$ cat src/rtl/alu_pkg.sv
// Shared op codes, FSM state encoding and sizing helper for alu_nbit_seq.
package alu_pkg;

  localparam logic [3:0] OP_NOTA = 4'b0000;
  localparam logic [3:0] OP_NOTB = 4'b0001;
  localparam logic [3:0] OP_AND  = 4'b0010;
  localparam logic [3:0] OP_OR   = 4'b0011;
  localparam logic [3:0] OP_XOR  = 4'b0100;
  localparam logic [3:0] OP_XNOR = 4'b0101;
  localparam logic [3:0] OP_ADD  = 4'b0110;
  localparam logic [3:0] OP_SUB  = 4'b0111;
  localparam logic [3:0] OP_MUL  = 4'b1000;

  typedef enum logic {
    S_IDLE = 1'b0,
    S_MUL  = 1'b1
  } alu_state_e;

  function automatic int unsigned clog2(input int unsigned x);
    int unsigned r;
    r = 0;
    while ((64'd1 << r) < 64'(x)) r++;
    return r;
  endfunction

endpackage

$ cat src/rtl/cla_n.sv
// WIDTH-bit carry-lookahead adder; c_msb is the carry into the top bit for overflow detection.
module cla_n #(
  parameter int unsigned WIDTH = 8
) (
  input  logic [WIDTH-1:0] a,
  input  logic [WIDTH-1:0] b,
  input  logic             ci,
  output logic [WIDTH-1:0] s,
  output logic             c_msb,
  output logic             co
);

  logic [WIDTH-1:0] w_g;
  logic [WIDTH-1:0] w_p;
  logic [WIDTH:0]   w_c;

  assign w_g = a & b;
  assign w_p = a ^ b;

  // Each carry is built as its own sum-of-products over all lower g/p terms.
  always_comb begin
    w_c    = '0;
    w_c[0] = ci;
    for (int unsigned i = 0; i < WIDTH; i++) begin
      w_c[i+1] = ci;
      for (int unsigned j = 0; j <= i; j++) begin
        w_c[i+1] = w_g[j] | (w_p[j] & w_c[i+1]);
      end
    end
  end

  assign s     = w_p ^ w_c[WIDTH-1:0];
  assign c_msb = w_c[WIDTH-1];
  assign co    = w_c[WIDTH];

endmodule

$ cat src/rtl/alu_nbit_seq.sv
// Registered WIDTH-bit ALU with start/done handshake.
// Define ALU_MUL_EN to compile in the multi-cycle shift-add multiplier (op 1000).
module alu_nbit_seq
  import alu_pkg::*;
#(
  parameter int unsigned WIDTH = 8
) (
  input  logic             clk,
  input  logic             reset_n,
  input  logic             start,
  input  logic [3:0]       op,
  input  logic [WIDTH-1:0] a,
  input  logic [WIDTH-1:0] b,
  output logic             busy,
  output logic             done,
  output logic [WIDTH-1:0] result,
  output logic [WIDTH-1:0] result_hi,
  output logic             c,
  output logic             n,
  output logic             z,
  output logic             v
);

  logic [WIDTH-1:0] w_cla_a;
  logic [WIDTH-1:0] w_cla_b;
  logic             w_cla_ci;
  logic [WIDTH-1:0] w_sum;
  logic             w_c_msb;
  logic             w_co;

  logic [WIDTH-1:0] w_res;
  logic             w_c;
  logic             w_v;
  logic             w_single;

  logic [WIDTH-1:0] r_result;
  logic             r_c;
  logic             r_n;
  logic             r_z;
  logic             r_v;
  logic             r_done;

  cla_n #(.WIDTH(WIDTH)) u_cla (
    .a     (w_cla_a),
    .b     (w_cla_b),
    .ci    (w_cla_ci),
    .s     (w_sum),
    .c_msb (w_c_msb),
    .co    (w_co)
  );

  always_comb begin
    w_res = '0;
    w_c   = 1'b0;
    w_v   = 1'b0;
    case (op)
      OP_NOTA: w_res = ~a;
      OP_NOTB: w_res = ~b;
      OP_AND:  w_res = a & b;
      OP_OR:   w_res = a | b;
      OP_XOR:  w_res = a ^ b;
      OP_XNOR: w_res = ~(a ^ b);
      OP_ADD, OP_SUB: begin
        w_res = w_sum;
        w_c   = w_co;
        w_v   = w_c_msb ^ w_co;
      end
      default: w_res = '0;
    endcase
  end

`ifdef ALU_MUL_EN
  localparam int unsigned CW = clog2(WIDTH + 1);

  alu_state_e         r_state;
  alu_state_e         w_state_nxt;
  logic [CW-1:0]      r_cnt;
  logic [WIDTH-1:0]   r_mcand;
  logic [2*WIDTH-1:0] r_prod;
  logic [2*WIDTH-1:0] w_prod_nxt;
  logic [WIDTH-1:0]   r_result_hi;
  logic               r_busy;
  logic               w_mul_load;
  logic               w_mul_step;
  logic               w_mul_last;

  always_ff @(posedge clk or negedge reset_n) begin
    if (!reset_n) r_state <= S_IDLE;
    else          r_state <= w_state_nxt;
  end

  always_comb begin
    w_state_nxt = r_state;
    w_single    = 1'b0;
    w_mul_load  = 1'b0;
    w_mul_step  = 1'b0;
    w_mul_last  = 1'b0;
    case (r_state)
      S_IDLE: begin
        if (start) begin
          if (op == OP_MUL) begin
            w_mul_load  = 1'b1;
            w_state_nxt = S_MUL;
          end else begin
            w_single = 1'b1;
          end
        end
      end
      S_MUL: begin
        w_mul_step = 1'b1;
        if (r_cnt == CW'(WIDTH - 1)) begin
          w_mul_last  = 1'b1;
          w_state_nxt = S_IDLE;
        end
      end
      default: w_state_nxt = S_IDLE;
    endcase
  end

  // While multiplying, the adder accumulates the multiplicand into the product's upper half.
  assign w_cla_a    = (r_state == S_MUL) ? r_prod[2*WIDTH-1:WIDTH] : a;
  assign w_cla_b    = (r_state == S_MUL) ? (r_prod[0] ? r_mcand : '0) : (op[0] ? ~b : b);
  assign w_cla_ci   = (r_state == S_MUL) ? 1'b0 : op[0];
  assign w_prod_nxt = {w_co, w_sum, r_prod[WIDTH-1:1]};

  always_ff @(posedge clk or negedge reset_n) begin
    if (!reset_n) begin
      r_cnt   <= '0;
      r_mcand <= '0;
      r_prod  <= '0;
      r_busy  <= 1'b0;
    end else begin
      if (w_mul_load) begin
        r_mcand <= a;
        r_prod  <= {{WIDTH{1'b0}}, b};
        r_cnt   <= '0;
        r_busy  <= 1'b1;
      end
      if (w_mul_step) begin
        r_prod <= w_prod_nxt;
        r_cnt  <= r_cnt + CW'(1);
      end
      if (w_mul_last) begin
        r_cnt  <= '0;
        r_busy <= 1'b0;
      end
    end
  end

  assign busy      = r_busy;
  assign result_hi = r_result_hi;
`else
  assign w_single  = start;
  assign w_cla_a   = a;
  assign w_cla_b   = op[0] ? ~b : b;
  assign w_cla_ci  = op[0];
  assign busy      = 1'b0;
  assign result_hi = '0;
`endif

  always_ff @(posedge clk or negedge reset_n) begin
    if (!reset_n) begin
      r_result <= '0;
      r_c      <= 1'b0;
      r_n      <= 1'b0;
      r_z      <= 1'b0;
      r_v      <= 1'b0;
      r_done   <= 1'b0;
`ifdef ALU_MUL_EN
      r_result_hi <= '0;
`endif
    end else begin
      r_done <= 1'b0;
      if (w_single) begin
        r_result <= w_res;
        r_c      <= w_c;
        r_n      <= w_res[WIDTH-1];
        r_z      <= (w_res == '0);
        r_v      <= w_v;
        r_done   <= 1'b1;
`ifdef ALU_MUL_EN
        r_result_hi <= '0;
`endif
      end
`ifdef ALU_MUL_EN
      if (w_mul_last) begin
        r_result    <= w_prod_nxt[WIDTH-1:0];
        r_result_hi <= w_prod_nxt[2*WIDTH-1:WIDTH];
        r_c         <= 1'b0;
        r_n         <= w_prod_nxt[2*WIDTH-1];
        r_z         <= (w_prod_nxt == '0);
        r_v         <= (w_prod_nxt[2*WIDTH-1:WIDTH] != '0);
        r_done      <= 1'b1;
      end
`endif
    end
  end

  assign result = r_result;
  assign done   = r_done;
  assign c      = r_c;
  assign n      = r_n;
  assign z      = r_z;
  assign v      = r_v;

endmodule

$ cat config.mk
export PLATFORM = sky130hd
export DESIGN_NAME = alu_nbit_seq
export DESIGN_NICKNAME = d
export VERILOG_FILES = /design/src/rtl/alu_pkg.sv /design/src/rtl/cla_n.sv /design/src/rtl/alu_nbit_seq.sv
export SDC_FILE = /design/constraint.sdc
export NUM_CORES = 1
export LEC_CHECK = 0
export CAP_MARGIN = 20
export CORE_MARGIN = 3
export CORE_UTILIZATION = 37
export CTS_CLUSTER_DIAMETER = 40
export CTS_CLUSTER_SIZE = 24
export DETAILED_ROUTE_END_ITERATION = 8
export GPL_ROUTABILITY_DRIVEN = 0
export HOLD_SLACK_MARGIN = 0.03
export PLACE_DENSITY = 0.61
export SETUP_SLACK_MARGIN = 0.05
export SLEW_MARGIN = 10
export SYNTH_ARGS = -nofsm -noshare
export SYNTH_HDL_FRONTEND = slang
export SYNTH_SLANG_ARGS = --single-unit
$ cat constraint.sdc
create_clock -name clk -period 1.9 [get_ports clk]
set_input_delay 0.57 -clock clk [delete_from_list [all_inputs] [get_ports clk]]
set_output_delay 0.57 -clock clk [all_outputs]
set_load 0.005 [all_outputs]
# After elaboration in Yosys (flattened, before gate mapping)
# Cells that the tools add are included.
# classes
n_eq_ne	7
muxes	5
n_bitwise	26
reduce_logical	3
# ops
operator	count
$pmux 8 s7	1
$not 8->8	3
$xor 8x8->8	3
$and 8x8->8	2
$eq 4x3->1 const B	4
$and 1x1->1	8
$eq 4x2->1 const B	2
$logic_not 8->1	1
$mux 8	1
$or 1x1->1	8
$or 8x8->8	1
$eq 4x1->1 const B	1
$logic_not 4->1	1
$mux 1	3
$reduce_or 2->1	1
$xor 1x1->1	1
# word_totals
register_bits	13

# Depth between registers and ports, before layout
# logic_depth
depth_word	21
ltp_mapped	14
ltp_nobuf	13

# Hierarchy
# Synthesis repeated with hierarchy kept, for this count alone.
# unflattened
cells_unflattened	195
hier_area_um2	1745.4
# by_module_without_submodules
module	instances	cells_each	area_each_um2	seq_area_each_um2
alu_nbit_seq	1	177	1547.7	300.3
cla_n	1	18	197.7	0.0

# Least setup slack after synthesis
# No wires, ideal clock.
# synth_path
path_type	input to register
from	input op[0]
to	register r_z, in the netlist z
setup_time_ps	103
arrival_time_ps	4842
setup_slack_ps	-3046
stages	14
n_path_buf	2
cell_sequence	buf_6 -> clkbuf_4 -> xor2_1 -> fa_1 -> fa_1 -> fa_1 -> fa_1 -> fa_1 -> fa_1 -> fa_1 -> a221oi_1 -> o32a_1 -> o2111ai_1 -> o41ai_2
# synth_via
elab_chain_len	19
elab_cells_between_ends	29
# synth_lines
element	line_no	rtl
start, declared	alu_nbit_seq.sv:11	input logic [3:0] op,
$mux 8	alu_nbit_seq.sv:155	assign w_cla_b = op[0] ? ~b : b;
$xor 8x8->8	cla_n.sv:18	assign w_p = a ^ b;
$and 1x1->1	cla_n.sv:27	w_c[i+1] = w_g[j] | (w_p[j] & w_c[i+1]);
$or 1x1->1	cla_n.sv:27	
$and 1x1->1	cla_n.sv:27	
$or 1x1->1	cla_n.sv:27	
$and 1x1->1	cla_n.sv:27	
$or 1x1->1	cla_n.sv:27	
[3 not listed]	n/a	
$or 1x1->1	cla_n.sv:27	
$and 1x1->1	cla_n.sv:27	
$or 1x1->1	cla_n.sv:27	
$and 1x1->1	cla_n.sv:27	
$or 1x1->1	cla_n.sv:27	
$xor 8x8->8	cla_n.sv:32	assign s = w_p ^ w_c[WIDTH-1:0];
$pmux 8 s7 (*)	alu_nbit_seq.sv:56	case (op)
$logic_not 8->1 (*)	alu_nbit_seq.sv:178	r_z <= (w_res == '0);
end signal, assigned	alu_nbit_seq.sv:178	
end, declared	alu_nbit_seq.sv:39	logic r_z;
# Every way passes the cells marked *; elsewhere a longest branch is shown, timed or not.
# A chain may end at the register's enable or synchronous reset.

# Worst setup path after layout
# Same ends and word-level chain as after synthesis.

==> summary.md <==
| Metric | Value |
|---|---|
| Die width | 71.9 um |
| Final setup skew | 0 ns |
| MaxCap Viol Count | 0 |
| R2R depth | 1 |
| Critical R2R Launch | result[5] |
| Gate Count Post-Synth | 177 |
| Netlist Area Pre-Place | 0.00161 mm^2 |
| Min-delay src | result[3] |
| CTS H-tree lvls | 1 |
| First-pass GRT wire length | 8350 um |
| Synth async-reset ratio | 100% |
| Rows | 23 |
| DIE AREA | 0.00517 mm^2 |
| Yosys reg bits | 12 |
| Primary FF master, synth | dfrtp_1 |
| TritonCTS clock tree | built |
| Sequential share of power | 25.1% |
| Half-perimeter wire length after placement | 3800 um |
| Clk root buf | clkbuf_8 |
| Actual slew at the worst max-slew pin | 0.524 ns |
| Core area | 0.00409 mm^2 |
| PwrDens | 455 mW/mm^2 |
| Via Count | 1,592 |
| Post-layout net count | 309 |
| Sink Count | 12 |
| Register area share after synthesis | 18.7% |
| Switch share | roughly a third |
| IO Port Bufs | 35 |
| Clock transition at the registers of the reported paths | roughly 0.050 ns |
| Area of the multi-input gates | 0.00132 mm^2 |
| Hold Path End | result[3] |
| WHS Path Cells | 2 |
| RSZ-0062 raised after global routing | yes |
| Pins Over Slew Limit | 0 |
| Hold_buf cts | 0 |
| Setup TNS | -14.27 ns |
| Initial DRC count | 61 |
| Leak | 1.22 nW |
| Commonest non-fill, non-tap cell in the layout | buf_4 |
| CTS Buf Count | 3 |
| HP Class | reg -> reg |
| Final setup vio count | 10 |
| Most frequent cells in the layout | 49 x buf_4, 26 x clkdlybuf4s50_1, 17 x inv_1 |
| Final Cell Area | about 0.0026 mm^2 |
| Gr usage total | 20.4% |
| Wirelength per Cell | 16.6 um |
| Failing checks | setup timing |
| Power share of the combinational group | 56.8% |
| Final Hold Viols | 0 |
| EDFF count, synth | 0 |
| Chip Height | around 72 um |
| Worst-Skew Late Latency | 0.23 ns |
| DRC Markers | 0 |
| # diodes | 0 |
| Initial antenna violation count | 0 |
| Initial Util | a little under 40% |
| FF/Latch Area | 300 um^2 |
| FILL cells | approximately 360 |
| Status | finished with violations |
| Dpl cell area | 0.00235 mm^2 |
| Setup crit start kind | input pin |
| Synth unique cells | about 50 |
| Number of global-route vias before repair | 1,765 |
| Max-slew headroom | 65.0% |
| Grt total ovfl | 0 |
| Max frequency | 229 MHz |
| Clock period minus worst slack | 4.37 ns |
| Layout area overhead | 63.3% |
| IO Count | between 40 and 50 |
| Pre-antenna DRT Iters | 4 |
| Crit path kind | in -> reg |
| CTS max path bufs | 2 |
| Clock power share | 18.1% |
| Crit end category | flop |
| RR Endpoint | result[5] |
| Crit path DAT | 4.50 ns |
| Final clock period utilization by the worst path | 230% |
| Setup ws final | -2.47 ns |
| Mean area per synthesized cell | 9.08 um^2 |
| Fraction of layout cells with a size suffix above 1 | 43.3% |
| Crit path max fanout | 4 |
| Final ANT Viol Nets | 0 |
| Max VDD drop | 480 uV |
| Pin count of the biggest net entering global routing | 21 |
| Via-per-instance ratio | 5.12 |
| Required time worst endpoint | about 2.0 ns |
| R2R setup slack | approximately 1.1 ns |
| Net Switching | 0.400 mW |
| Final WL | 5150 um |
| Count of yosys warnings during synthesis | 0 |
| Int Power | 0.796 mW |
| Post-layout util | between 60% and 70% |
==> cell type report <==
type                       instances  share of cell area [%]
sequential                        12                    11.4
inverter                          23                    3.48
timing repair buffer              92                    30.7
multi-input combinational        131                    50.4
tap                               50                    2.38
clock buffer                       3                    1.57
==> routing by layer <==
layer	track usage, %	routed length [um]
met1	25.3	2180
met5	0	0
met4	6.47	167
met2	36.8	2680
met3	2.63	131
==> kinds of logic after synthesis <==
kind of cell               after synthesis  share of synthesized area [%]
AOI/OAI and AO/OA                       41                           22.0
xor gates and xnor gates                10                           5.45
adders and majority gates               23                           21.2
buffers and inverters                   42                           13.9
DFF                                     12                           18.7
muxes                                    8                           6.30
other                                    1                          0.233
and+or+nand+nor                         40                           12.2
==> repair_timing <==
| action | 4_1_cts | 5_1_grt |
|---|---|---|
| resized for setup | 60 | 17 |
| buffers inserted | 6 | 2 |
| setup endpoints to repair | 11 | 11 |
| pin swaps | 25 | 19 |
==> Yosys cell counts (2+ instances only) <==
cell type,n,share of area [%]
inv_1,21,4.9
nand2_1,17,4.0
ha_1,16,12
dfrtp_1,12,19
buf_4,10,4.7
xor2_1,9,4.9
fa_1,7,8.7
nor2_1,7,1.6
o21ai_0,7,2.2
a221oi_1,5,2.7
nand2b_1,4,1.6
a21oi_1,3,0.93
buf_6,3,2.1
mux2_2,3,2.1
mux2i_1,3,1.9
nor2b_1,3,1.2
a22oi_1,2,0.93
buf_2,2,0.62
clkbuf_1,2,0.47
nand3b_1,2,0.93
nand4_1,2,0.78
o21ai_1,2,0.62
o22a_1,2,1.1
o311a_1,2,1.2
o31ai_1,2,0.93
o32a_2,2,1.4
o32ai_1,2,1.1
or2b_1,2,0.93
==> power by group through the flow <==
stage / Combinational, mW / Clock (mW) / Sequential, mW
global placement: 0.560 / 0 / 0.302
CTS: 0.636 / 0.227 / 0.299
finish: 0.679 / 0.217 / 0.300
global route: 0.735 / 0.241 / 0.302
detailed placement: 0.576 / 0 / 0.303
floorplan: 0.303 / 0 / 0.304
==> worst max path at each step <==
stage | from | end | slack [ns] | depth (start not counted)
global route | op[0] | z | -2.59 | 13
floorplan | op[0] | z | -2.67 | 14
detailed placement | op[0] | z | -3.27 | 14
global placement | op[0] | z | -3.15 | 14
CTS | op[0] | z | -2.49 | 13
finish | op[0] | z | -2.47 | 13
==> state kept, by name, indices dropped and copies added, names as in the netlist <==
signal	count
done	1
v	1
result	8
z	1
c	1
==> metrics by stage <==
stage | power, mW | worst slack [ns] | instances | hold WS [ns]
final | 1.20 | -2.47 | 311 | 0.498
after global routing | 1.28 | -2.59 | 311 | 0.504
after CTS | 1.16 | -2.49 | 311 | 0.498
after detailed placement | 0.880 | -3.27 | 303 | 0.487
after global placement | 0.861 | -3.15 | 303 | 0.481
after floorplan | 0.608 | -2.67 | 185 | 0.274
==> critical path, stage by stage <==
cell and delay, ns:
buf_12 0.11, xor2_4 0.17, fa_2 0.41, fa_2 0.37, fa_2 0.37, fa_2 0.38, fa_2 0.38, fa_2 0.42
fa_2 0.43, a221oi_2 0.29, o32a_1 0.25, o2111ai_2 0.14, o41ai_2 0.20
(Power assumes the default switching activity.)
